<file path="config.mk">
export PLATFORM = sky130hd
export DESIGN_NAME = fft_bin_magnitude_streamer
export DESIGN_NICKNAME = d
export VERILOG_FILES = /design/src/rtl/fft_bin_magnitude_streamer.sv
export SDC_FILE = /design/constraint.sdc
export NUM_CORES = 2
export LEC_CHECK = 0
export ABC_AREA = 1
export CAP_MARGIN = 20
export CORE_MARGIN = 2
export CORE_UTILIZATION = 49
export DETAILED_ROUTE_END_ITERATION = 12
export PLACE_DENSITY_LB_ADDON = 0.1
export SLEW_MARGIN = 10
export SYNTH_ARGS = -nofsm -noshare
export SYNTH_HDL_FRONTEND = slang
export SYNTH_SLANG_ARGS = --single-unit
export TNS_END_PERCENT = 20
</file>
<file path="constraint.sdc">
create_clock -name clk -period 12.3 [get_ports clk]
set_input_delay 2.46 -clock clk [delete_from_list [all_inputs] [get_ports clk]]
set_output_delay 2.46 -clock clk [all_outputs]
set_load 0.005 [all_outputs]
</file>
<file path="src/rtl/fft_bin_magnitude_streamer.sv">
// Captures one packed FFT frame, streams per-bin magnitude-squared over valid/ready,
// then reports the peak bin of that frame.
module fft_bin_magnitude_streamer #(
    parameter int unsigned DATA_WIDTH      = 16,
    parameter int unsigned FFT_POINTS      = 8,
    parameter int unsigned LOG2_FFT_POINTS = $clog2(FFT_POINTS),
    parameter int unsigned MAG_WIDTH       = 2 * DATA_WIDTH
) (
    input  logic                             clk,
    input  logic                             rst_n,
    input  logic [DATA_WIDTH*FFT_POINTS-1:0] frame_real,
    input  logic [DATA_WIDTH*FFT_POINTS-1:0] frame_imag,
    input  logic                             frame_valid,
    output logic                             bin_valid,
    input  logic                             bin_ready,
    output logic [LOG2_FFT_POINTS-1:0]       bin_index,
    output logic [MAG_WIDTH-1:0]             bin_mag,
    output logic                             bin_last,
    output logic                             peak_valid,
    output logic [LOG2_FFT_POINTS-1:0]       peak_index,
    output logic [MAG_WIDTH-1:0]             peak_mag,
    output logic                             busy,
    output logic                             frame_dropped
);

    typedef enum logic [1:0] {StIdle, StPrep, StStream} state_e;

    localparam logic [LOG2_FFT_POINTS-1:0] LastIdx = LOG2_FFT_POINTS'(FFT_POINTS - 1);

    state_e                     state_q, state_d;
    logic [DATA_WIDTH-1:0]      re_buf_q [FFT_POINTS];
    logic [DATA_WIDTH-1:0]      re_buf_d [FFT_POINTS];
    logic [DATA_WIDTH-1:0]      im_buf_q [FFT_POINTS];
    logic [DATA_WIDTH-1:0]      im_buf_d [FFT_POINTS];
    logic                       bin_valid_q, bin_valid_d;
    logic [LOG2_FFT_POINTS-1:0] bin_index_q, bin_index_d;
    logic [MAG_WIDTH-1:0]       bin_mag_q, bin_mag_d;
    logic                       bin_last_q, bin_last_d;
    logic [LOG2_FFT_POINTS-1:0] run_idx_q, run_idx_d;
    logic [MAG_WIDTH-1:0]       run_mag_q, run_mag_d;
    logic                       peak_valid_q, peak_valid_d;
    logic [LOG2_FFT_POINTS-1:0] peak_index_q, peak_index_d;
    logic [MAG_WIDTH-1:0]       peak_mag_q, peak_mag_d;
    logic                       busy_q, busy_d;
    logic                       frame_dropped_q, frame_dropped_d;

    // Shared squarer pair, always looking at the bin that would be loaded next.
    logic [LOG2_FFT_POINTS-1:0] sel_idx;
    logic [DATA_WIDTH-1:0]      re_sel, im_sel;
    logic signed [2*DATA_WIDTH-1:0] re_ext, im_ext;
    logic [2*DATA_WIDTH-1:0]    re_sq, im_sq;
    logic [MAG_WIDTH-1:0]       mag_sel;

    always_comb begin
        sel_idx = (state_q == StPrep) ? '0 : LOG2_FFT_POINTS'(bin_index_q + 1'b1);
        re_sel  = re_buf_q[sel_idx];
        im_sel  = im_buf_q[sel_idx];
        re_ext  = {{DATA_WIDTH{re_sel[DATA_WIDTH-1]}}, re_sel};
        im_ext  = {{DATA_WIDTH{im_sel[DATA_WIDTH-1]}}, im_sel};
        re_sq   = $unsigned(re_ext * re_ext);
        im_sq   = $unsigned(im_ext * im_ext);
        mag_sel = MAG_WIDTH'(re_sq + im_sq);
    end

    always_comb begin
        state_d         = state_q;
        re_buf_d        = re_buf_q;
        im_buf_d        = im_buf_q;
        bin_valid_d     = bin_valid_q;
        bin_index_d     = bin_index_q;
        bin_mag_d       = bin_mag_q;
        bin_last_d      = bin_last_q;
        run_idx_d       = run_idx_q;
        run_mag_d       = run_mag_q;
        peak_valid_d    = 1'b0;
        peak_index_d    = peak_index_q;
        peak_mag_d      = peak_mag_q;
        busy_d          = busy_q;
        frame_dropped_d = frame_valid && (state_q != StIdle);

        case (state_q)
            StIdle: begin
                if (frame_valid) begin
                    for (int i = 0; i < FFT_POINTS; i++) begin
                        re_buf_d[i] = frame_real[i*DATA_WIDTH +: DATA_WIDTH];
                        im_buf_d[i] = frame_imag[i*DATA_WIDTH +: DATA_WIDTH];
                    end
                    busy_d  = 1'b1;
                    state_d = StPrep;
                end
            end
            StPrep: begin
                bin_index_d = '0;
                bin_mag_d   = mag_sel;
                bin_last_d  = (FFT_POINTS == 1);
                bin_valid_d = 1'b1;
                run_idx_d   = '0;
                run_mag_d   = mag_sel;
                state_d     = StStream;
            end
            StStream: begin
                if (bin_valid_q && bin_ready) begin
                    if (bin_last_q) begin
                        bin_valid_d  = 1'b0;
                        bin_last_d   = 1'b0;
                        busy_d       = 1'b0;
                        peak_index_d = run_idx_q;
                        peak_mag_d   = run_mag_q;
                        peak_valid_d = 1'b1;
                        state_d      = StIdle;
                    end else begin
                        bin_index_d = sel_idx;
                        bin_mag_d   = mag_sel;
                        bin_last_d  = (sel_idx == LastIdx);
                        // Strictly greater, so ties keep the lower index.
                        if (mag_sel > run_mag_q) begin
                            run_idx_d = sel_idx;
                            run_mag_d = mag_sel;
                        end
                    end
                end
            end
            default: state_d = StIdle;
        endcase
    end

    always_ff @(posedge clk or negedge rst_n) begin
        if (!rst_n) begin
            state_q         <= StIdle;
            for (int i = 0; i < FFT_POINTS; i++) begin
                re_buf_q[i] <= '0;
                im_buf_q[i] <= '0;
            end
            bin_valid_q     <= 1'b0;
            bin_index_q     <= '0;
            bin_mag_q       <= '0;
            bin_last_q      <= 1'b0;
            run_idx_q       <= '0;
            run_mag_q       <= '0;
            peak_valid_q    <= 1'b0;
            peak_index_q    <= '0;
            peak_mag_q      <= '0;
            busy_q          <= 1'b0;
            frame_dropped_q <= 1'b0;
        end else begin
            state_q         <= state_d;
            re_buf_q        <= re_buf_d;
            im_buf_q        <= im_buf_d;
            bin_valid_q     <= bin_valid_d;
            bin_index_q     <= bin_index_d;
            bin_mag_q       <= bin_mag_d;
            bin_last_q      <= bin_last_d;
            run_idx_q       <= run_idx_d;
            run_mag_q       <= run_mag_d;
            peak_valid_q    <= peak_valid_d;
            peak_index_q    <= peak_index_d;
            peak_mag_q      <= peak_mag_d;
            busy_q          <= busy_d;
            frame_dropped_q <= frame_dropped_d;
        end
    end

    assign bin_valid     = bin_valid_q;
    assign bin_index     = bin_index_q;
    assign bin_mag       = bin_mag_q;
    assign bin_last      = bin_last_q;
    assign peak_valid    = peak_valid_q;
    assign peak_index    = peak_index_q;
    assign peak_mag      = peak_mag_q;
    assign busy          = busy_q;
    assign frame_dropped = frame_dropped_q;

endmodule
</file>
==> summary.txt <==
Outcome -> finished, final reports clean
Critical Path End Type -> flop
CORE AREA -> 0.0711 sq mm
Die width -> 271 microns
Fin crit share -> 93.1%
Port Buffer Count -> 334
Number of post-CTS setup repair buffers -> 0
Startpoint types -> flop
RSZ-0062 raised after global routing -> no
Kind of critical path -> reg -> reg
Initial antenna violation count -> 10
Routed WL -> 103,000 microns
Setup TNS -> 0 ns
Ys async rst share -> 100%
Die ar. -> 0.0736 sq mm
Num rows -> 98
Largest buffer count on any clock path -> 3
Cell Area, Synth -> 0.0350 sq mm
Yosys warnings -> 0
Layout net count -> 5,467
Final hold violations -> 0
Die Span Y -> 271 microns
WP data required -> 12.72 ns
CTS-repair resized insts -> 0
GRT Util Overall -> 28.7%
Crit-path slowest cell -> o21ai_2
Final ANT Viol Nets -> 0
Largest stage delay on the critical path -> 0.79 ns
Mapped Cells -> 4,227
Register bit total from synthesis -> 368
First-pass GRT wire length -> 163,000 microns
Achievable frequency -> 87.3 MHz
Largest net degree at the start of global routing -> 219
Number of flops mapped to enable cells by yosys -> 0
# setup viols final -> 0
Clk_lat worst skew -> 0.58 ns
H-tree depth -> 2
Worst R2R Start -> bin_index[0]
CTS tree -> done
Hold-fix buffers, CTS -> 0
Num CTS Buffers -> 40
Rel. slew slack -> 25.1%
R2r worst-path depth -> 42
Most common cell after layout, fill and taps aside -> nand2_1
Post-synth top flop -> dfrtp_1
Distinct cell type count after synthesis -> 41
Max-cap viol count -> 0
Net Count, Synth -> 5,189
Reg2reg setup slack -> 0.85 ns
GRT overflow -> 0
# clock sinks -> 368
Reg-to-reg endpoint -> run_mag_q[0]
WHS Path Cells -> 2
GPL Wtd Cong -> 0.963
Seq/Total Area, Yosys -> 26.3%
Final Skew -> 0.0394 ns
Critical path fanouts, max -> 43
Top Ports -> 335
HPWL after DPL -> 82,400 microns
Root Buffer -> clkbuf_16
Vias per cell -> 4.99
Syn avg cell area -> 8.29 sq um
Critical path arrival -> 11.88 ns
Via count -> 27.4k
Initial Utilization -> 49.2%
Hold Path Class -> reg -> reg
Worst Tran Pin Value -> 1.12 ns
Final max-slew violation count -> 0
Min-Delay Endpoint -> bin_mag[19]
Fraction of layout cells with a size suffix above 1 -> 4.23%
Final Critical Period -> 11.45 ns
DRC -> 0
Synthesis-to-layout area growth -> 16.3%
Hold Crit Start -> bin_mag[19]
Fill cells -> 6,646
DR iter-0 viols -> 1,956
Drt pass-1 iters -> 5
Worst-path clk slew -> 0.06 ns
Avg WL per Cell -> 18.7 microns
Vias in the first global route -> 28.7k
Most frequent cells in the layout -> nand2_1, inv_1, fa_1
==> worst max path at each step <==
stage / startpoint / end / slack (ns) / cells past startpoint
floorplan: bin_index[0] / run_mag_q[3] / 2.88 / 41
global placement: bin_index[0] / run_mag_q[13] / 0.73 / 39
detailed placement: bin_index[0] / run_mag_q[12] / 0.97 / 42
CTS: bin_index[0] / run_mag_q[0] / 0.93 / 42
global route: bin_index[0] / run_mag_q[2] / 0.10 / 44
finish: bin_index[0] / run_mag_q[0] / 0.85 / 42
==> Yosys cell counts, types with 8 or more instances <==
library cell	instances	area, sq um
o21ai_0	109	546
xor2_1	24	210
o21ai_1	10	50.1
dfrtp_1	368	9210
inv_1	804	3020
a32o_1	11	110
fa_1	520	10400
inv_2	28	105
nand3_1	122	611
o21ai_2	10	87.6
buf_4	17	128
o21ai_4	10	163
xnor2_1	14	123
clkbuf_1	67	251
nor2_1	234	878
nand2_1	1484	5570
o21bai_1	11	82.6
ha_1	182	2280
a21oi_1	67	335
buf_2	54	270
nand4_1	8	50.1
==> stage by stage <==
stage,area (sq um),utilization (%),hold WS (ns),setup slack (ns),instances
2_1_floorplan,35000,-,0.449,2.88,4227
3_3_place_gp,39300,55.3,0.462,0.726,5412
3_5_place_dp,39300,55.3,0.465,0.968,5413
4_1_cts,40700,57.3,0.480,0.926,5485
5_1_grt,40700,57.3,0.491,0.102,5493
6_report,40700,57.3,0.475,0.847,5493
==> sequential cells by signal, summed over array words and instances (netlist names) <==
signal         cells
bin_index          3
im_buf_q         128
run_idx_q          3
peak_valid         1
bin_valid          1
peak_index         3
bin_mag           32
busy               1
bin_last           1
frame_dropped      1
peak_mag          32
state_q            2
re_buf_q         128
run_mag_q         32
==> worst max-delay path: cells and delay by family, from the launching register on <==
family / cells / cell delay, ns
and+or+nand+nor: 14 / 1.94
buffers and inverters: 11 / 2.09
adders and majority gates: 11 / 5.00
AOI/OAI and AO/OA: 5 / 1.26
xor gates and xnor gates: 1 / 0.55
DFF: 1 / 0.42
==> final cells by class <==
class | instances | area, sq um | share of cell area [%]
clock buffers | 60 | 1200 | 2.94
inverters | 834 | 3150 | 7.72
well taps | 950 | 1190 | 2.92
multi-input cells | 2876 | 22000 | 53.9
diodes | 8 | 20.0 | 0.0491
flip-flops and latches | 368 | 9210 | 22.6
repair buffers | 385 | 3810 | 9.34
clock inverters | 12 | 195 | 0.479
==> metal layers <==
layer | part of all wire, % | global-route usage [%] | vias to the layer above
met5 | 0.029 | 0 | -
met4 | 3.7 | 9.86 | 4
met3 | 6.4 | 5.18 | 171
met2 | 47 | 46.3 | 841
met1 | 43 | 39.1 | 13400
li1 | - | - | 13021
==> cells by family after synthesis <==
family | after synthesis | synth area share, %
and+or+nand+nor | 1878 | 20.9
buffers and inverters | 983 | 11.0
adders and majority gates | 702 | 36.2
DFF | 368 | 26.3
AOI/OAI and AO/OA | 257 | 4.53
xor gates and xnor gates | 38 | 0.950
muxes | 1 | 0.0321
Power is not shown: default switching activity piles up to over one toggle a cycle in this logic, so the estimate is an artifact.
